===== src/rtl/letter_display_scanner.sv =====
// letter_display_scanner: multiplexed 7-segment driver for a shift-in letter buffer.
// Letters arrive through a valid/ready port and shift into digit 0, pushing older
// letters left. A phase counter divides each digit slot into a blanked guard
// interval followed by the lit interval, so anodes never overlap between digits.
// Optional feature: define LETTER_DISPLAY_BLINK_EN to blink digit 0 for 64 full
// scans after every accepted letter.
module letter_display_scanner #(
    parameter int NUM_DIGITS = 4,
    parameter int SCAN_DIV   = 1000,
    parameter int GUARD      = 8,
    parameter int ACTIVE_LOW = 1
) (
    input  logic                          clock,
    input  logic                          reset_n,
    input  logic                          wr_valid,
    input  logic [4:0]                    wr_letter,
    output logic                          wr_ready,
    input  logic                          clear,
    output logic [6:0]                    seg,
    output logic [NUM_DIGITS-1:0]         an,
    output logic [$clog2(NUM_DIGITS)-1:0] digit_idx
);

    localparam int IDX_W = $clog2(NUM_DIGITS);
    localparam int PH_W  = (SCAN_DIV > 1) ? $clog2(SCAN_DIV) : 1;

    localparam logic [PH_W-1:0]       PH_LAST  = PH_W'(SCAN_DIV - 1);
    localparam logic [PH_W-1:0]       PH_GUARD = PH_W'(GUARD);
    localparam logic [IDX_W-1:0]      IDX_LAST = IDX_W'(NUM_DIGITS - 1);
    localparam logic [4:0]            BLANK    = 5'd31;

    // Inactive output levels; XOR with these converts active-high drive to pin polarity.
    localparam logic [6:0]            SEG_OFF  = {7{ACTIVE_LOW != 0}};
    localparam logic [NUM_DIGITS-1:0] AN_OFF   = {NUM_DIGITS{ACTIVE_LOW != 0}};

    typedef enum logic {
        ST_GUARD,
        ST_ON
    } state_t;

    // Active-high segment pattern for a letter code (a..g = bits 6..0).
    function automatic logic [6:0] glyph(input logic [4:0] code);
        logic [6:0] g;
        case (code)
            5'd0:    g = 7'h77;
            5'd1:    g = 7'h1F;
            5'd2:    g = 7'h4E;
            5'd3:    g = 7'h3D;
            5'd4:    g = 7'h4F;
            5'd5:    g = 7'h47;
            5'd6:    g = 7'h7B;
            5'd7:    g = 7'h37;
            5'd8:    g = 7'h30;
            5'd9:    g = 7'h38;
            5'd10:   g = 7'h07;
            5'd11:   g = 7'h0E;
            5'd12:   g = 7'h54;
            5'd13:   g = 7'h76;
            5'd14:   g = 7'h7E;
            5'd15:   g = 7'h67;
            5'd16:   g = 7'h73;
            5'd17:   g = 7'h46;
            5'd18:   g = 7'h5B;
            5'd19:   g = 7'h0F;
            5'd20:   g = 7'h3E;
            5'd21:   g = 7'h1C;
            5'd22:   g = 7'h2A;
            5'd23:   g = 7'h31;
            5'd24:   g = 7'h3B;
            5'd25:   g = 7'h6D;
            default: g = 7'h00;
        endcase
        return g;
    endfunction

    logic [1:0]            sync_q;
    logic                  run;
    logic [PH_W-1:0]       phase_q, phase_d;
    logic [IDX_W-1:0]      idx_q, idx_d;
    state_t                state_q, state_d;
    logic [4:0]            buf_q [NUM_DIGITS];
    logic [4:0]            buf_d [NUM_DIGITS];
    logic                  accept;
    logic                  scan_end;
    logic [6:0]            seg_raw, seg_q;
    logic [NUM_DIGITS-1:0] an_raw, an_q;
`ifdef LETTER_DISPLAY_BLINK_EN
    logic [6:0]            blink_q, blink_d;
`endif

    // Clear always wins over a simultaneous write, so ready simply mirrors !clear.
    assign wr_ready  = !clear;
    assign accept    = wr_valid && wr_ready;
    assign run       = sync_q[1];
    assign seg       = seg_q;
    assign an        = an_q;
    assign digit_idx = idx_q;

    // Two-flop release synchroniser; scanning starts once the release reaches stage 1.
    always_ff @(posedge clock or negedge reset_n) begin
        // NOTE: every clocked block uses non-blocking assignments so all flops
        // sample pre-edge values; blocking here would create order-dependent races.
        if (!reset_n) sync_q <= 2'b00;
        else          sync_q <= {sync_q[0], 1'b1};
    end

    // Next-state logic: phase/digit counters, scan FSM, buffer update and output decode.
    always_comb begin
        // NOTE: every signal gets a default before any branch, so no path can
        // leave a value unassigned and infer a latch.
        phase_d  = phase_q;
        idx_d    = idx_q;
        state_d  = state_q;
        scan_end = 1'b0;
        buf_d    = buf_q;
        seg_raw  = 7'h00;
        an_raw   = '0;

        if (run) begin
            if (phase_q == PH_LAST) begin
                phase_d  = '0;
                scan_end = (idx_q == IDX_LAST);
                idx_d    = (idx_q == IDX_LAST) ? '0 : idx_q + 1'b1;
            end else begin
                phase_d = phase_q + 1'b1;
            end
        end

        case (state_q)
            ST_GUARD: if (phase_d == PH_GUARD) state_d = ST_ON;
            ST_ON:    if (phase_d == '0)       state_d = ST_GUARD;
            default:                           state_d = ST_GUARD;
        endcase

        if (clear) begin
            for (int k = 0; k < NUM_DIGITS; k++) buf_d[k] = BLANK;
        end else if (accept) begin
            for (int k = NUM_DIGITS - 1; k > 0; k--) buf_d[k] = buf_q[k-1];
            buf_d[0] = wr_letter;
        end

`ifdef LETTER_DISPLAY_BLINK_EN
        blink_d = blink_q;
        if (accept)                          blink_d = 7'd64;
        else if (scan_end && blink_q != '0)  blink_d = blink_q - 1'b1;
`endif

        // Anode depends only on the counters, so writes can never glitch it.
        if (state_d == ST_ON) begin
            an_raw[idx_d] = 1'b1;
            seg_raw       = glyph(buf_d[idx_d]);
`ifdef LETTER_DISPLAY_BLINK_EN
            // Odd remaining counts are the blanked scans of the blink window.
            if (idx_d == '0 && blink_d[0]) seg_raw = 7'h00;
`endif
        end
    end

    // Scan counters, FSM state and pin-polarity output registers.
    always_ff @(posedge clock or negedge reset_n) begin
        if (!reset_n) begin
            phase_q <= '0;
            idx_q   <= '0;
            state_q <= ST_GUARD;
            seg_q   <= SEG_OFF;
            an_q    <= AN_OFF;
        end else begin
            phase_q <= phase_d;
            idx_q   <= idx_d;
            state_q <= state_d;
            seg_q   <= seg_raw ^ SEG_OFF;
            an_q    <= an_raw ^ AN_OFF;
        end
    end

    // Letter buffer; reset forces every entry blank so a pending write is dropped whole.
    always_ff @(posedge clock or negedge reset_n) begin
        // NOTE: this small register-based buffer is reset deliberately: the display
        // must come up blank. Large RAM-style arrays are normally left unreset.
        if (!reset_n) begin
            for (int k = 0; k < NUM_DIGITS; k++) buf_q[k] <= BLANK;
        end else begin
            buf_q <= buf_d;
        end
    end

`ifdef LETTER_DISPLAY_BLINK_EN
    // Remaining blink scans after the most recent accepted letter.
    always_ff @(posedge clock or negedge reset_n) begin
        if (!reset_n) blink_q <= '0;
        else          blink_q <= blink_d;
    end
`endif

endmodule

===== config.mk =====
export PLATFORM = sky130hd
export DESIGN_NAME = letter_display_scanner
export DESIGN_NICKNAME = d
export VERILOG_FILES = /design/src/rtl/letter_display_scanner.sv
export SDC_FILE = /design/constraint.sdc
export NUM_CORES = 1
export LEC_CHECK = 0
export CORE_MARGIN = 1
export CORE_UTILIZATION = 30
export CTS_CLUSTER_SIZE = 30
export DETAILED_ROUTE_END_ITERATION = 7
export SLEW_MARGIN = 20
export SYNTH_ARGS = -nofsm -noshare
export SYNTH_HDL_FRONTEND = slang
export SYNTH_SLANG_ARGS = --single-unit

===== constraint.sdc =====
create_clock -name clock -period 2.7 [get_ports clock]
set_clock_uncertainty 0.05 [all_clocks]
set_input_delay 0.54 -clock clock [delete_from_list [all_inputs] [get_ports clock]]
set_output_delay 0.54 -clock clock [all_outputs]
set_load 0.05 [all_outputs]

==> results of run 1 <==
==> final cells by class <==
cell class / instances / area [um2]
timing repair buffer: 94 / 781
inverter: 12 / 55.1
tap: 108 / 135
multi-input combinational: 180 / 1450
fill: 856 / 4990
clock buffer: 6 / 72.6
clock inverter: 2 / 10.0
sequential: 46 / 1190
==> stage by stage <==
stage,area [um2],instances,hold slack (ns),setup TNS [ns]
after floorplan,2690,250,0.194,0
after global routing,3690,448,0.278,-0.210
after global placement,3480,433,0.284,-1.75
after CTS,3600,443,0.253,0
after detailed placement,3480,433,0.296,-2.04
final,3690,448,0.230,0
==> metal layers <==
metal	track usage [%]	part of all wire, %
met5	0	0
met4	5.63	2.5
met3	2.67	3.7
met2	22.4	49
met1	17.7	45
==> flip-flops by register name, indices dropped and copies added (netlist names) <==
signal,count
buf_q,20
phase_q,10
digit_idx,2
sync_q,2
state_q,1
seg,7
an,4
==> synthesized netlist by cell type (2+ instances only) <==
master and instances:
nand3_1 12, o211ai_2 2, a21oi_1 3, nand4_1 3
o211ai_1 2, buf_2 3, xor2_1 2, mux2_4 5
nor2_1 12, buf_6 3, mux2_2 5, inv_1 9
nand2b_1 2, clkbuf_1 4, o21ai_0 7, a211oi_1 8
nor2b_1 8, inv_4 2, o2111ai_1 2, nor3_1 2
dfstp_2 31, a22oi_1 3, and2_1 2, nand2_1 26
dfrtp_1 15, mux2i_1 27, ha_1 9, xnor2_1 5
or3_1 2, o221ai_1 4, o21ai_1 2
==> cell families (layout without fill, tap and decap cells) <==
family                   after synthesis  in the layout  synth area share, %
AND/OR/NAND/NOR                       79             79                 15.6
multiplexers                          39             39                 16.2
flip-flops                            46             46                 44.3
AO/OA/AOI/OAI                         45             45                 12.4
XOR/XNOR                               7              7                 2.28
adder cells (fa/ha/maj)                9              9                 4.19
buffers and inverters                 24            114                 4.85
other                                  1              1                0.140
==> power by group through the flow <==
stage / sequential [mW] / combinational, mW / clock (mW)
floorplan: 0.984 / 0.358 / 0
global placement: 0.884 / 0.735 / 0
detailed placement: 0.884 / 0.744 / 0
CTS: 0.871 / 0.771 / 0.434
global route: 0.884 / 0.863 / 0.460
finish: 0.868 / 0.794 / 0.413
==> what timing repair did <==
action / 4_1_cts / 5_1_grt
pin swaps: 2 / 3
setup buffers: 2 / 5
endpoints found under the setup margin: 5 / 8
resized for setup: 6 / 14
==> path summary, 6_finish.rpt <==
kind	start	to	slack, ns	cells past startpoint
worst max register to register	phase_q[0]	seg[3]	0.04	10
min in group clock	sync_q[0]	sync_q[1]	0.31	0
worst min-delay path	reset_n	phase_q[6]	0.23	1
worst min register to register	sync_q[0]	sync_q[1]	0.31	0
worst max-delay path	phase_q[0]	seg[3]	0.04	10
max in group asynchronous	reset_n	buf_q[18]	1.67	2
==> summary by stage, run 1 <==
Job
The tool flagged a number of max-cap violations equal to 0.

Cells and area
Once layout is complete, the utilization of the core stands at 42.5%. Compared with the post-synthesis result, the final layout area differs by 37.5%. Leaving out fill and tap cells, the most frequent cells in the layout are buf_4, dfstp_2, mux2i_1, nand2_1, clkdlybuf4s50_1.

0 antenna diodes ended up in the layout. Leaving out fill and tap cells, the most frequent cell in the layout is buf_4. For this run, the post-layout net count is 357.

The proportion of layout cells with a drive suffix above 1 is 44.7%.

Logic synthesis
The share of the yosys chip area belonging to registers is 44.3%. The average size of a mapped cell is 10.7 um2. During synthesis, Yosys emitted a total of 0 warnings. The number of register bits inferred by synthesis is 46. The area share of the largest cell type after synthesis is 30.3%.

After synthesis, the cell types taking the most area are dfstp_2, dfrtp_1, mux2i_1, ha_1, nand2_1. The summed instance area of the synthesized netlist is 2690 um2. The cell count after synthesis is 250. The net count after synthesis is 268. The number of synthesized flops with an enable pin is 0. Synthesis instantiated 59 different standard cells from the library. Summed over all instances, the cell type with the most area after synthesis is dfstp_2. In the synthesized netlist the async set-or-reset flop fraction comes to 100%. In the synthesized netlist the dominant register cell turns out to be dfstp_2.

Timing
Headroom to the max-slew limit came out at 54.2%. Setup violations remaining at the end of the flow were counted as 0. The final worst setup slack is 0.0359 ns. For the pin with the worst max-slew slack, the measured transition is 0.687 ns.

Setup repair after global routing could not meet its margin everywhere. The count of pins over their slew limit was 0. The minimum period implied by the final worst setup slack is 2.66 ns. The maximum operating frequency is 0.375 GHz.

The final period utilization is 98.7%. The final-report hold violation count is 0.

Power
Combinational logic is responsible for 38.3% of the overall power. The switching part of the total is 34.1%. Power spread over the standard cell area amounts to 562 nW/um2.

The internal power of the cells totals 1.37 mW. Overall power consumption after layout is estimated at 2.08 mW. Across the VDD grid, the largest voltage drop is 0.000215 V.

The portion of total power attributed to the clock network is 19.9%. The analysis attributes to cell leakage a power of 1.56 nW. The analysis attributes to net switching a power of 709 uW. The power share of the sequential group is 41.8%.

CTS
Buffers inserted to repair hold after CTS numbered 0. TritonCTS built the clock tree. The number of buffers inserted during clock tree synthesis is 5. The source-to-sink clock delay at the later pin of the worst-skew pair is 0.30 ns. No sink is reached through more buffers than the 2 on the longest clock path. The root buffer cell chosen for the clock tree is clkbuf_8. The number of clock sinks is 46.

The clock transition at the registers of the reported paths is 0.09 ns. The H-tree was split into 2 levels.

Worst setup path
The family with the most delay on the worst path is multiplexers. The data arrival at the endpoint of the critical path is 2.83 ns. Of all nets on the critical path, the largest fanout is 7. The largest individual stage delay along the critical path comes from the cell dfrtp_1. For the worst setup path, the data required time is 2.86 ns. The delay of the slowest critical-path stage is 0.40 ns. The most frequent cell on the critical path is mux2_4. STA classifies the critical path startpoint as a flop.

The endpoint class of the critical path is a flop. The number of buffers and inverters on the critical path is 1. Walking the worst path, the cells encountered are ha_2 -> and3_4 -> nand3_2 -> mux2i_4 -> inv_4 -> mux2_4 -> mux2_4 -> mux2_2 -> a32oi_2 -> o211ai_1. The worst setup path is of the reg2reg kind.

Routing
The detail-routed net length per standard cell is 13.9 um. The number of detailed-routing iterations run before antenna repair is 4. In the routed design, unresolved DRC markers number 0.

The total number of vias is 2,196. The final layout contains routed wiring with a total length of 6210 um. The number of nets with antenna violations after detailed routing is 0. The first routing iteration left 57 violations. The via density per instance is 4.90.

Global route
The via count of the first global-routing pass is 2,147. The overall overflow remaining after global route is 0. The first global-routing pass estimated 10,500 um of wire.

The initial antenna violation count is 0. The largest net degree at the start of global routing is 31. Global routing used 13.7% of the available tracks across all layers.

Floorplanning
The horizontal die dimension is 96.6 um. The core region is 8680 um2. The vertical die dimension is 96.6 um. The floorplan step defined a die boundary enclosing 9330 um2. The count of boundary I/O pins is 23. The row count is 34. Once the floorplan was initialized, standard cells occupied 30.9% of the core.

Placement
Port buffering added 22 buffers. The routability-driven placement congestion ratio is 0.862. The half-perimeter wire length of the detailed placement result is 4610 um. The worst slack at placement is -0.383 ns.

Outcome
The flow ran to the end, and the final reports show no timing, DRC or antenna violations.

Worst hold path
The worst hold-check path type is in2async.
No activity file was read; power rests on OpenSTA's default activity.
==> run 2, diff against run 1 <==
--- a/config.mk
+++ b/config.mk
@@ -9,6 +9,7 @@
 export CORE_UTILIZATION = 30
 export CTS_CLUSTER_SIZE = 30
 export DETAILED_ROUTE_END_ITERATION = 7
+export HOLD_SLACK_MARGIN = 0.03
 export SLEW_MARGIN = 20
 export SYNTH_ARGS = -nofsm -noshare
 export SYNTH_HDL_FRONTEND = slang
==> results of run 2 <==
Final layout, timing and power as in run 1 (identical DEF).
==> run 3, diff against run 2 <==
--- a/config.mk
+++ b/config.mk
@@ -5,8 +5,7 @@
 export SDC_FILE = /design/constraint.sdc
 export NUM_CORES = 1
 export LEC_CHECK = 0
-export CORE_MARGIN = 1
-export CORE_UTILIZATION = 30
+export CORE_UTILIZATION = 35
 export CTS_CLUSTER_SIZE = 30
 export DETAILED_ROUTE_END_ITERATION = 7
 export HOLD_SLACK_MARGIN = 0.03
==> constraint.sdc (replaced) <==
create_clock -name clock -period 2.7 [get_ports clock]
set_clock_uncertainty 0.05 [all_clocks]
set_input_delay 0.54 -clock clock [delete_from_list [all_inputs] [get_ports clock]]
set_output_delay 0.54 -clock clock [all_outputs]
set_load 0.005 [all_outputs]
==> run 3 against run 2 <==
Against the previous run:
- critical path depth rose by 3
- fmax rose by 0.56%
- die area fell by 14%
- clock power rose by 21%
- clock-buffer cell count fell by 1
- cell count fell by 2.2%
- critical endpoint is now seg[5]
- sequential share of layout area fell by 0.18 points
- global-route usage rose by 2.0 points
- hold slack got worse by 0.012 ns
- largest cell class unchanged
==> summary by stage, run 3 (synthesis gave the netlist of run 1 again) <==
CTS
The number of clock sinks was 46 (unchanged). The maximum clock path buffer count is 2 (unchanged). The source-to-sink clock delay at the later pin of the worst-skew pair is 0.29 ns (about the same). The quantity of hold-fixing buffers added after cts is 0 (unchanged).

The tree is rooted in a clkbuf_8. The clock transition at the registers of the reported paths is 0.09 ns (about the same). The number of buffers inserted during clock tree synthesis is 5 (unchanged).

TritonCTS built the clock tree. The H-tree depth was 2 (unchanged).

Routing
The number of nets with antenna violations after detailed routing is 0 (unchanged). The number of remaining DRC errors is 0 (unchanged). The total number of vias is 2,169 (-1.2%). The detail-routed net length per standard cell is 13.6 um (-1.9%). The number of detailed-routing iterations run before antenna repair is 4 (unchanged). The violation count after the first detailed-routing iteration is 48 (-16%). The total wire length is 5960 um (-4.1%). The via density per instance is 4.95 (+1.0%).

Worst setup path
The required time at the worst-slack endpoint came to 2.89 ns (+0.03 ns). The critical-path maximum fanout came to 8 (+1). The slack of the worst reg-to-reg path was 0.05 ns (about the same).

The data arrival at the endpoint of the critical path is 2.84 ns (about the same). By startpoint and endpoint, the worst setup path is classified as reg2reg. The endpoint class of the critical path is a flop. STA classifies the critical path startpoint as a flop.

Timing
The count of pins over their slew limit is 0 (unchanged). The slew at the pin closest to its max-slew limit came to 0.636 ns (-0.0510 ns). The final-report hold violation count was 0 (unchanged).

The final worst setup slack is 0.0507 ns (+0.0147 ns). The number of failing setup endpoints in the final timing report is 0 (unchanged). The worst-case headroom to the max-slew limit was 57.6% (+3.4 points). The final period utilization is 98.1% (-0.55 points). Setup repair after global routing could not meet its margin everywhere. The minimum period implied by the final worst setup slack is 2.65 ns (-0.0147 ns).

The maximum operating frequency came to 0.377 GHz (+0.56%).

Floorplanning
The vertical die dimension was 89.6 um (-7.3%). The core area is 7330 um2 (-16%). The row count came to 31 (-8.8%). The initial standard-cell utilization of the core is 36.6% (+5.7 points). The area of the die came to 8030 um2 (-14%). The count of boundary I/O pins is 23 (unchanged). The horizontal die dimension came to 89.6 um (-7.3%).

Global route
The largest net degree at the start of global routing is 31 (unchanged). The first-pass GRT wire length was 9490 um (-9.4%). The overall overflow remaining after global route came to 0 (unchanged). The overall global routing resource usage is 15.7% (+2.0 points).

The initial antenna violation count is 0 (unchanged). The via count of the first global-routing pass is 2,079 (-3.2%).

Cells and area
The count of antenna diodes in the layout came to 0 (unchanged). The number of nets at the end of the flow was 356 (-0.28%). The library cell used most frequently in the layout, excluding fill and tap cells, is buf_4. The proportion of layout cells with a drive suffix above 1 was 44.8% (+0.13 points). The number of flip-flops in the largest register is 20 (unchanged).

The top cell types in the final layout, fill and taps aside, are buf_4, dfstp_2, mux2i_1, nand2_1, clkdlybuf4s50_1. The register with the most flip-flops in the final layout is buf_q. The area overhead of the layout relative to synthesis is 37.9%.

The multi-input combinational cell area was 1470 um2 (+1.5%). The count of filler cells inserted in the layout is 638 (-25%). The area occupied by registers is 1190 um2 (-0.21%).

Outcome
The run finished with clean final reports.

Placement
The port buffer count was 22 (unchanged). The half-perimeter wire length of the detailed placement result is 4460 um (-3.2%). The worst slack at placement came to -0.317 ns (+0.0666 ns). The routability-driven placement congestion ratio is 0.818 (-5.2%).

Power
The power per standard cell area was 545 nW/um2 (-3.0%). The worst voltage drop across the vdd grid is 0.000264 V (+23%). The total chip power is 2.02 mW (-2.7%). The leakage component of the power was 1.58 nW (+1.2%).

Job
The max-cap check violation count came to 0 (unchanged).

Worst hold path
The worst hold-check path type is in2async.
run 3: path summary, 6_finish.rpt:
kind                       startpoint         end  cells past startpoint
max in group asynchronous     reset_n      seg[3]                      2
setup / recovery           phase_q[0]      seg[5]                     13
hold / removal                reset_n  phase_q[0]                      1
hold reg to reg             sync_q[0]   sync_q[1]                      0
min in group clock          sync_q[0]   sync_q[1]                      0
setup reg to reg           phase_q[0]      seg[5]                     13
run 3: power breakdown:
group          switching, mW  leakage, nW  internal [mW]
sequential            0.0506        0.519          0.812
combinational          0.308         1.00          0.352
clock                  0.226       0.0579          0.273
total                  0.584         1.58           1.44
run 3: worst max-delay path, cell delays in order (launching register included):
cell,delay [ns]
dfrtp_1,0.36
ha_2,0.20
nand3_2,0.10
o31a_1,0.37
nor2_8,0.18
inv_4,0.06
mux2_4,0.29
mux2_4,0.34
clkinv_4,0.10
ha_4,0.13
buf_4,0.11
nor3b_2,0.04
o21ai_1,0.14
a31o_1,0.12
run 3: routing by layer:
metal	part of all wire [%]	GRT usage [%]
met1	48	20.4
met2	48	26.4
met3	2.6	2.65
met4	0.69	5.19
met5	0	0
run 3: final cells by class:
cell class | count | share of cell area (%)
multi-input combinational | 180 | 39.6
sequential | 46 | 32.1
timing repair buffer | 93 | 20.5
tap | 99 | 3.34
clock buffer | 5 | 1.86
inverter | 12 | 1.49
clock inverter | 3 | 1.08
run 3: timing repair:
item                       CTS  global route
resized for setup            4            24
setup endpoints to repair    7            12
cloned                       0             1
pin swaps                    1            15
setup buffers                1             5
run 3: through the flow:
stage	hold WS (ns)	cell area (um2)	util, %	setup TNS [ns]	std cells
after floorplan	0.194	2690	-	0	250
after global placement	0.282	3440	46.9	-1.86	424
after detailed placement	0.296	3440	46.9	-1.91	424
after CTS	0.223	3570	48.7	0	433
after global routing	0.260	3700	50.5	-0.447	438
final	0.219	3700	50.5	0	438
